--- config.mk ---
export PLATFORM = sky130hd
export DESIGN_NAME = tt_um_gwaihirs_alu_sequencer
export DESIGN_NICKNAME = d
export VERILOG_FILES = /design/src/rtl/tt_um_gwaihirs_alu_sequencer.sv
export SDC_FILE = /design/constraint.sdc
export NUM_CORES = 1
export LEC_CHECK = 0
export BUFFER_PORTS_ARGS = -buffer_cell sky130_fd_sc_hd__buf_4
export CAP_MARGIN = 10
export CORE_UTILIZATION = 45
export DETAILED_ROUTE_END_ITERATION = 8
export GPL_ROUTABILITY_DRIVEN = 0
export PLACE_DENSITY = 0.64
export SETUP_SLACK_MARGIN = 0.02
export SLEW_MARGIN = 20
export SYNTH_ARGS = -nofsm -noshare
export SYNTH_HDL_FRONTEND = slang
export SYNTH_SLANG_ARGS = --single-unit
--- constraint.sdc ---
create_clock -name clk -period 2.45 [get_ports clk]
set_clock_uncertainty 0.05 [all_clocks]
set_input_delay 0.1225 -clock clk [delete_from_list [all_inputs] [get_ports clk]]
set_output_delay 0.1225 -clock clk [all_outputs]
set_load 0.1 [all_outputs]
--- src/rtl/tt_um_gwaihirs_alu_sequencer.sv ---
// Serial-operand ALU sequencer (ADD / INV / SUB / ACC) as a TinyTapeout user module.
// Operands arrive on ui_in, qualified by a synchronised rising edge of uio_in[0].
// Optional WAIT_B watchdog: define SEQ_TIMEOUT_EN to enable it.
module tt_um_gwaihirs_alu_sequencer #(
  parameter int SYNC_STAGES    = 2,
  parameter int TIMEOUT_CYCLES = 255
) (
  input  logic       clk,
  input  logic       rst_n,
  input  logic       ena,
  input  logic [7:0] ui_in,
  input  logic [7:0] uio_in,
  output logic [7:0] uio_out,
  output logic [7:0] uio_oe,
  output logic [7:0] uo_out
);

  typedef enum logic [1:0] {IDLE, WAIT_B, EXEC, DONE} state_t;

  localparam logic [1:0] OP_ADD = 2'b00;
  localparam logic [1:0] OP_INV = 2'b01;
  localparam logic [1:0] OP_SUB = 2'b10;
  localparam logic [1:0] OP_ACC = 2'b11;

  state_t state, state_next;

  logic [SYNC_STAGES-1:0] stb_sync, clr_sync;
  logic                   stb_d;
  logic                   stb_s, clr_s, stb_edge;

  logic [7:0] a, b, result, acc;
  logic [1:0] op;
  logic       carry, err;
  logic       load_a, load_b, do_exec, tmo;
  logic [7:0] alu_res;
  logic       alu_carry;
  logic [8:0] wide;

  // bits 7:4 of uio_in carry nothing
  logic unused_bits;
  assign unused_bits = &{1'b0, uio_in[7:4]};

  // Synchronisers and edge history run regardless of ena, so edges seen while frozen are lost
  always_ff @(posedge clk or negedge rst_n) begin
    if (!rst_n) begin
      stb_sync <= '0;
      clr_sync <= '0;
      stb_d    <= 1'b0;
    end else begin
      stb_sync <= {stb_sync[SYNC_STAGES-2:0], uio_in[0]};
      clr_sync <= {clr_sync[SYNC_STAGES-2:0], uio_in[3]};
      stb_d    <= stb_s;
    end
  end

  assign stb_s    = stb_sync[SYNC_STAGES-1];
  assign clr_s    = clr_sync[SYNC_STAGES-1];
  assign stb_edge = stb_s & ~stb_d;

`ifdef SEQ_TIMEOUT_EN
  localparam int TW = ($clog2(TIMEOUT_CYCLES + 1) < 8) ? 8 : $clog2(TIMEOUT_CYCLES + 1);
  logic [TW-1:0] tmo_cnt;
  logic          tmo_hit;

  // Watchdog counts cycles spent in WAIT_B; restarts on every entry
  always_ff @(posedge clk or negedge rst_n) begin
    if (!rst_n)
      tmo_cnt <= '0;
    else if (ena) begin
      if (state != WAIT_B)
        tmo_cnt <= '0;
      else
        tmo_cnt <= tmo_cnt + 1'b1;
    end
  end

  assign tmo_hit = (tmo_cnt == TW'(TIMEOUT_CYCLES - 1));
`else
  logic tmo_hit;
  assign tmo_hit = 1'b0;
`endif

  // State register; ena=0 freezes the FSM
  always_ff @(posedge clk or negedge rst_n) begin
    if (!rst_n)
      state <= IDLE;
    else if (ena)
      state <= state_next;
  end

  // Next-state and datapath strobes; clr wins and swallows any coincident edge
  always_comb begin
    state_next = state;
    load_a     = 1'b0;
    load_b     = 1'b0;
    do_exec    = 1'b0;
    tmo        = 1'b0;
    if (clr_s) begin
      state_next = IDLE;
    end else begin
      case (state)
        IDLE, DONE: if (stb_edge) begin
          load_a     = 1'b1;
          state_next = uio_in[1] ? EXEC : WAIT_B;  // INV/ACC need no B
        end
        WAIT_B: begin
          if (stb_edge) begin
            load_b     = 1'b1;
            state_next = EXEC;
          end else if (tmo_hit) begin
            tmo        = 1'b1;
            state_next = IDLE;
          end
        end
        EXEC: begin
          do_exec    = 1'b1;
          state_next = DONE;
        end
        default: state_next = IDLE;
      endcase
    end
  end

  // Operation datapath; borrow of SUB is bit 8 of the 9-bit difference (1 iff a<b)
  always_comb begin
    wide      = 9'd0;
    alu_res   = 8'd0;
    alu_carry = 1'b0;
    case (op)
      OP_ADD: begin
        wide      = {1'b0, a} + {1'b0, b};
        alu_res   = wide[7:0];
        alu_carry = wide[8];
      end
      OP_INV: begin
        alu_res   = ~a;
        alu_carry = 1'b0;
      end
      OP_SUB: begin
        wide      = {1'b0, a} - {1'b0, b};
        alu_res   = wide[7:0];
        alu_carry = wide[8];
      end
      OP_ACC: begin
        wide      = {1'b0, acc} + {1'b0, a};
        alu_res   = wide[7:0];
        alu_carry = wide[8];
      end
      default: ;
    endcase
  end

  // Operand, result and flag registers
  always_ff @(posedge clk or negedge rst_n) begin
    if (!rst_n) begin
      a      <= '0;
      b      <= '0;
      op     <= '0;
      result <= '0;
      acc    <= '0;
      carry  <= 1'b0;
      err    <= 1'b0;
    end else if (ena) begin
      if (clr_s) begin
        result <= '0;
        acc    <= '0;
        carry  <= 1'b0;
        err    <= 1'b0;
      end else begin
        if (load_a) begin
          a  <= ui_in;
          op <= uio_in[2:1];
        end
        if (load_b)
          b <= ui_in;
        if (do_exec) begin
          result <= alu_res;
          carry  <= alu_carry;
          if (op == OP_ACC)
            acc <= alu_res;
        end
        if (tmo)
          err <= 1'b1;
      end
    end
  end

  assign uo_out  = result;
  assign uio_out = {err, carry, state == DONE, (state == WAIT_B) || (state == EXEC), 4'b0000};
  assign uio_oe  = 8'hF0;

endmodule

# ---- Yosys cells after proc, flatten, opt, wreduce, memory -nomap -nowiden
# Cells that the tools add are included.
dict set report totals {
  mem_count 0
  out_inout_bits 24
  latchBits 0
  register_bits 43
  rom_bits 0
  mem_bits_rw 0
}
dict set report op_classes {
  multipliers 0
  bitwise 4
  eq_ne 8
  div_mod_pow 0
  n_reduce_logical 12
  shifts 0
  addsub 3
  n_mux 22
  order_cmp 0
}
# cell n
set op_table {}
lappend op_table {{two-way mux 8 bit} 5}
lappend op_table {{one-hot mux 8 bit (4 select lines)} 1}
lappend op_table {{adder 8 x 8 -> 9 bit} 2}
lappend op_table {{AND reduction 3 bit} 4}
lappend op_table {{two-way mux 1 bit} 10}
lappend op_table {{subtractor 8 x 8 -> 9 bit} 1}
lappend op_table {{== test 2 bit (second input constant)} 4}
lappend op_table {{two-way mux 2 bit} 4}
lappend op_table {{NOT 8 bit} 1}
lappend op_table {{inequality test 3 bit (second input constant)} 2}
lappend op_table {{one-hot mux 2 bit (3 select lines)} 1}
lappend op_table {{== test 2 x 1 -> 1 bit (second input constant)} 2}
lappend op_table {{logical NOT 2 bit} 2}
lappend op_table {{one-hot mux 1 bit (4 select lines)} 1}
lappend op_table {{AND reduction 2 bit} 2}
lappend op_table {{nonzero test 2 bit} 2}
lappend op_table {{NOT 1 bit} 2}
lappend op_table {{OR reduction 2 bit} 1}
lappend op_table {{bitwise AND 1 bit} 1}
lappend op_table {{logical OR 1 bit} 1}

# ---- Depth between registers and ports, before layout
dict set report depth {
  ltp_word 6
  mapped_depth 9
  mapped_depth_nobuf 9
}

# ---- Least setup slack after synthesis
# Ideal clock, no wire load.
dict set report synth_timing {
  path_type {register -> register}
  start {register a[1]}
  end {register result[6], in the netlist uo_out[6]}
  t_required_ps 2277
  setup_ps 123
  path_slack_ps 185
  stages_incl_launch_ff 9
  path_buffers 0
  arrival_time_ps 2092
  path_cell_list {dfrtp_1 > inv_1 > fa_1 > and3b_1 > o21ba_1 > o21ai_1 > nor2b_1 > o32a_1 > a32o_1}
}
dict set report synth_via {
  elab_chain_cells 4
}
# element line
set synth_lines {}
lappend synth_lines {{from (decl)} 31} ;# logic [7:0] a, b, result, acc;
lappend synth_lines {{from (signal assigned)} 171} ;# a <= ui_in;
lappend synth_lines {{adder 8 x 8 -> 9 bit (tied with other cells)} 145} ;# wide = {1'b0, acc} + {1'b0, a};
lappend synth_lines {{one-hot mux 8 bit (4 select lines) (*)} 129} ;# case (op)
lappend synth_lines {{two-way mux 8 bit (*)} 176} ;# if (do_exec) begin
lappend synth_lines {{two-way mux 8 bit (*)} 164} ;# if (clr_s) begin
lappend synth_lines {{to (signal assigned)} 177} ;# result <= alu_res;
lappend synth_lines {{to (decl)} 31}
# Every way passes the cells marked *; elsewhere a longest branch is shown, timed or not. The select of a mux whose other input is x is not followed.
# A chain may end at the register's enable or synchronous reset.

# ---- Worst setup path in the final report
dict set report layout_timing {
  start {register a[0]}
  end {register result[6], in the netlist uo_out[6]}
}
# The elaborated chain is that of the path after synthesis.

==> flow_summary.ini <==
[drt]
dr.pass1.iters = 4
route.antenna.remaining_nets = 0
drtIter0Drc = 162
wl_um = 6110
drc = 0
vias = 2330
wire_per_inst_um = 14.1
vias_per_cell = 5.39

[synth]
synthMuxAreaShare = 0.0836
synthFlopType = dfrtp_1
synthAdderAreaFrac = 0.136
netlist_area_um2 = 2930
synthCells = 310
seq_area_frac_synth = 0.358
ys_seq_elements = 42
synth_top_family_by_area = compound AO/OA/AOI/OAI gates
synth_xor_area_frac = 0.0179
synthArstFlopShare = 1.00
ys_warn_count = 0
synth_edf_count = 0
synth_cell_type_count = 56
synth.avg_cell_area_um2 = 9.46
synth_compound_area_frac = 0.198
synth-simple-area-share = 0.128

[sta]
min_period_ps = 2320
finalSetupViolCount = 0
whs_ps = 85.4
tightestPinTransition_ps = 649
max_freq_mhz = 432
fin_crit_sh = 0.945
slew_violations = 0
relSlewSlack = 0.567
rsz0062_at_grt = true
finalHoldViolations = 0

[setup_path]
cp_cell_sequence = inv_1 -> ha_2 -> fa_2 -> and3b_1 -> o21ba_2 -> o21ai_1 -> nor2b_1 -> o32a_1 -> a32o_1
cp.depth = 9
endpoint = uo_out[6]$_DFFE_PN0P_
path_delay_family = compound AO/OA/AOI/OAI gates
critPathMaxFanout = 3
path_class = reg2reg
reg2reg_depth = 9
timing.rr.start = a[0]$_DFFE_PN0P_
reg2reg_setup_slack_ps = 130
slowest_stage = dfrtp_1
reg2reg_to = uo_out[6]$_DFFE_PN0P_
worstSetupStartpoint = a[0]$_DFFE_PN0P_
critPathBufInv = 1
cp_slowest_stage_delay_ps = 370
cp.required_ps = 2590
worst_setup_path_end_kind = flip-flop
start_kind = flip-flop
worstPathArrival_ps = 2460

[cells_and_area]
final_cell_count_no_fill = 432
diodes = 0
layout.nets = 403
area_delta_synth_final_pct = 18.3
fillers = 597
layout-drive-gt1-share = 0.169

[grt]
grt_max_degree = 43
grt_pass1_wl_um = 10100
antenna_found_initial = 0
overflow = 0
grt.total_usage = 0.198
grt_pass1_vias = 2095

[clock_tree]
clkTransAtPathRegs_ps = 90
cts_tree = yes
clock_latency_ps = 300
cts_buffer_depth = 2
cts_buffers = 5
htree_levels = 2
clock-sinks = 42
cts_root_buf = clkbuf_8

[floorplanning]
io_pins = 43
rows = 29
fp.dieH_um = 82.7
initial_core_util = 0.465
die_area_um2 = 6840
die_w_um = 82.7
core_area_um2 = 6310

[min_path]
hold_path_class = in2reg
hold-path-cell-count = 3

[placement]
dp_hpwl_um = 4610
portBuffers = 25
dp_cells = 408

[job]
maxCapViolations = 0

[outcome]
status = complete, no violations
[layout make-up]
| cell class | instances | area, um2 | area share |
|---|---|---|---|
| multi-input combinational | 235 | 1750 | 0.504 |
| sequential | 42 | 1050 | 0.303 |
| timing repair buffer | 49 | 400 | 0.115 |
| tap | 77 | 96.3 | 0.0278 |
| inverter | 21 | 78.8 | 0.0227 |
| clock buffer | 5 | 68.8 | 0.0198 |
| clock inverter | 3 | 25.0 | 0.00721 |
[layer usage]
layer  routed length [um]  vias up  global-route usage
met2                 2760       57               0.294
li1                     -     1172                   -
met3                  257        6              0.0396
met4                   72        0              0.0690
met5                    0        -                   0
met1                 3010     1095               0.283
[stage by stage]
stage | setup WS (ps) | utilization | instance area, um2 | setup TNS, ps
floorplan | 185 | - | 2970 | 0
global placement | 18.6 | 0.503 | 3180 | 0
detailed placement | -37.9 | 0.503 | 3180 | -37.9
CTS | 4.52 | 0.541 | 3420 | 0
global route | 17.9 | 0.549 | 3470 | 0
finish | 134 | 0.549 | 3470 | 0
[cell usage after synthesis, types with 3 or more instances]
library cell | number | area [um2]
dfrtp_1 | 42 | 1050
ha_1 | 27 | 338
nand2_1 | 27 | 101
o21ai_1 | 20 | 100
inv_1 | 19 | 71.3
mux2_1 | 19 | 214
buf_4 | 14 | 105
nor2_1 | 13 | 48.8
a21oi_1 | 12 | 60.1
o21ai_0 | 12 | 60.1
a21o_1 | 7 | 52.6
nor3_1 | 7 | 35.0
clkbuf_1 | 6 | 22.5
o31ai_1 | 6 | 45.0
a211oi_1 | 5 | 37.5
nand2b_1 | 4 | 25.0
buf_2 | 3 | 15.0
fa_1 | 3 | 60.1
nand3_1 | 3 | 15.0
nand3b_1 | 3 | 22.5
o21bai_1 | 3 | 22.5
o22ai_1 | 3 | 18.8
or4_1 | 3 | 22.5
xnor2_1 | 3 | 26.3
xor2_1 | 3 | 26.3
[worst min-delay path: cells and delay by family]
family                 cells  cell delay, ps
buffers and inverters      1             120
AOI/OAI and AO/OA          1              70
and+or+nand+nor            1              90
[how the worst min path moves through the flow]
stage,startpoint,endpoint,slack (ps)
after global routing,ena,state[0]$_DFFE_PN0P_,80
after global placement,rst_n,b[7]$_DFFE_PN0P_,90
after CTS,ena,state[0]$_DFFE_PN0P_,70
after detailed placement,rst_n,a[6]$_DFFE_PN0P_,100
final,ena,state[0]$_DFFE_PN0P_,90
after floorplan,rst_n,a[0]$_DFFE_PN0P_,-220
[registers in the layout, summed over array words and instances (netlist names)]
signal	flops
state	2
op	2
acc	8
carry	1
stb_sync	2
a	8
stb_d	1
b	8
uo_out	8
clr_sync	2
[cells in the final DEF (no fill, tap or decap), types with 4 or more instances in the layout]
cell           count
a21oi_1           12
nand2b_1           4
nor2_1            13
buf_4             36
conb_1            13
nor3_1             7
inv_1             19
clkbuf_8           5
o21ai_0           11
nand2_1           27
o21ai_1           21
o31ai_1            6
mux2_1            19
a21o_1             7
dfrtp_1           41
dlygate4sd3_1     13
ha_1              25
a211oi_1           4
[repair_timing]
item / 4_1_cts / 5_1_grt
endpoints found under the setup margin: 1 / 5
buffers inserted: 2 / 1
hold buffers: 13 / 0
resized for setup: 1 / 12
pin swaps: 0 / 6
hold endpoints to repair: 62 / 0
[cell families after synthesis]
family          count (synthesis)
other cells                     2
fa+ha+maj                      30
compound gates                 89
simple gates                   75
flops                          42
xor+xnor                        6
buf+inv                        44
mux                            22
Power is left out: the tool's default activity adds up to more than one toggle a clock period on the data nets, which glitch-free logic cannot reach.
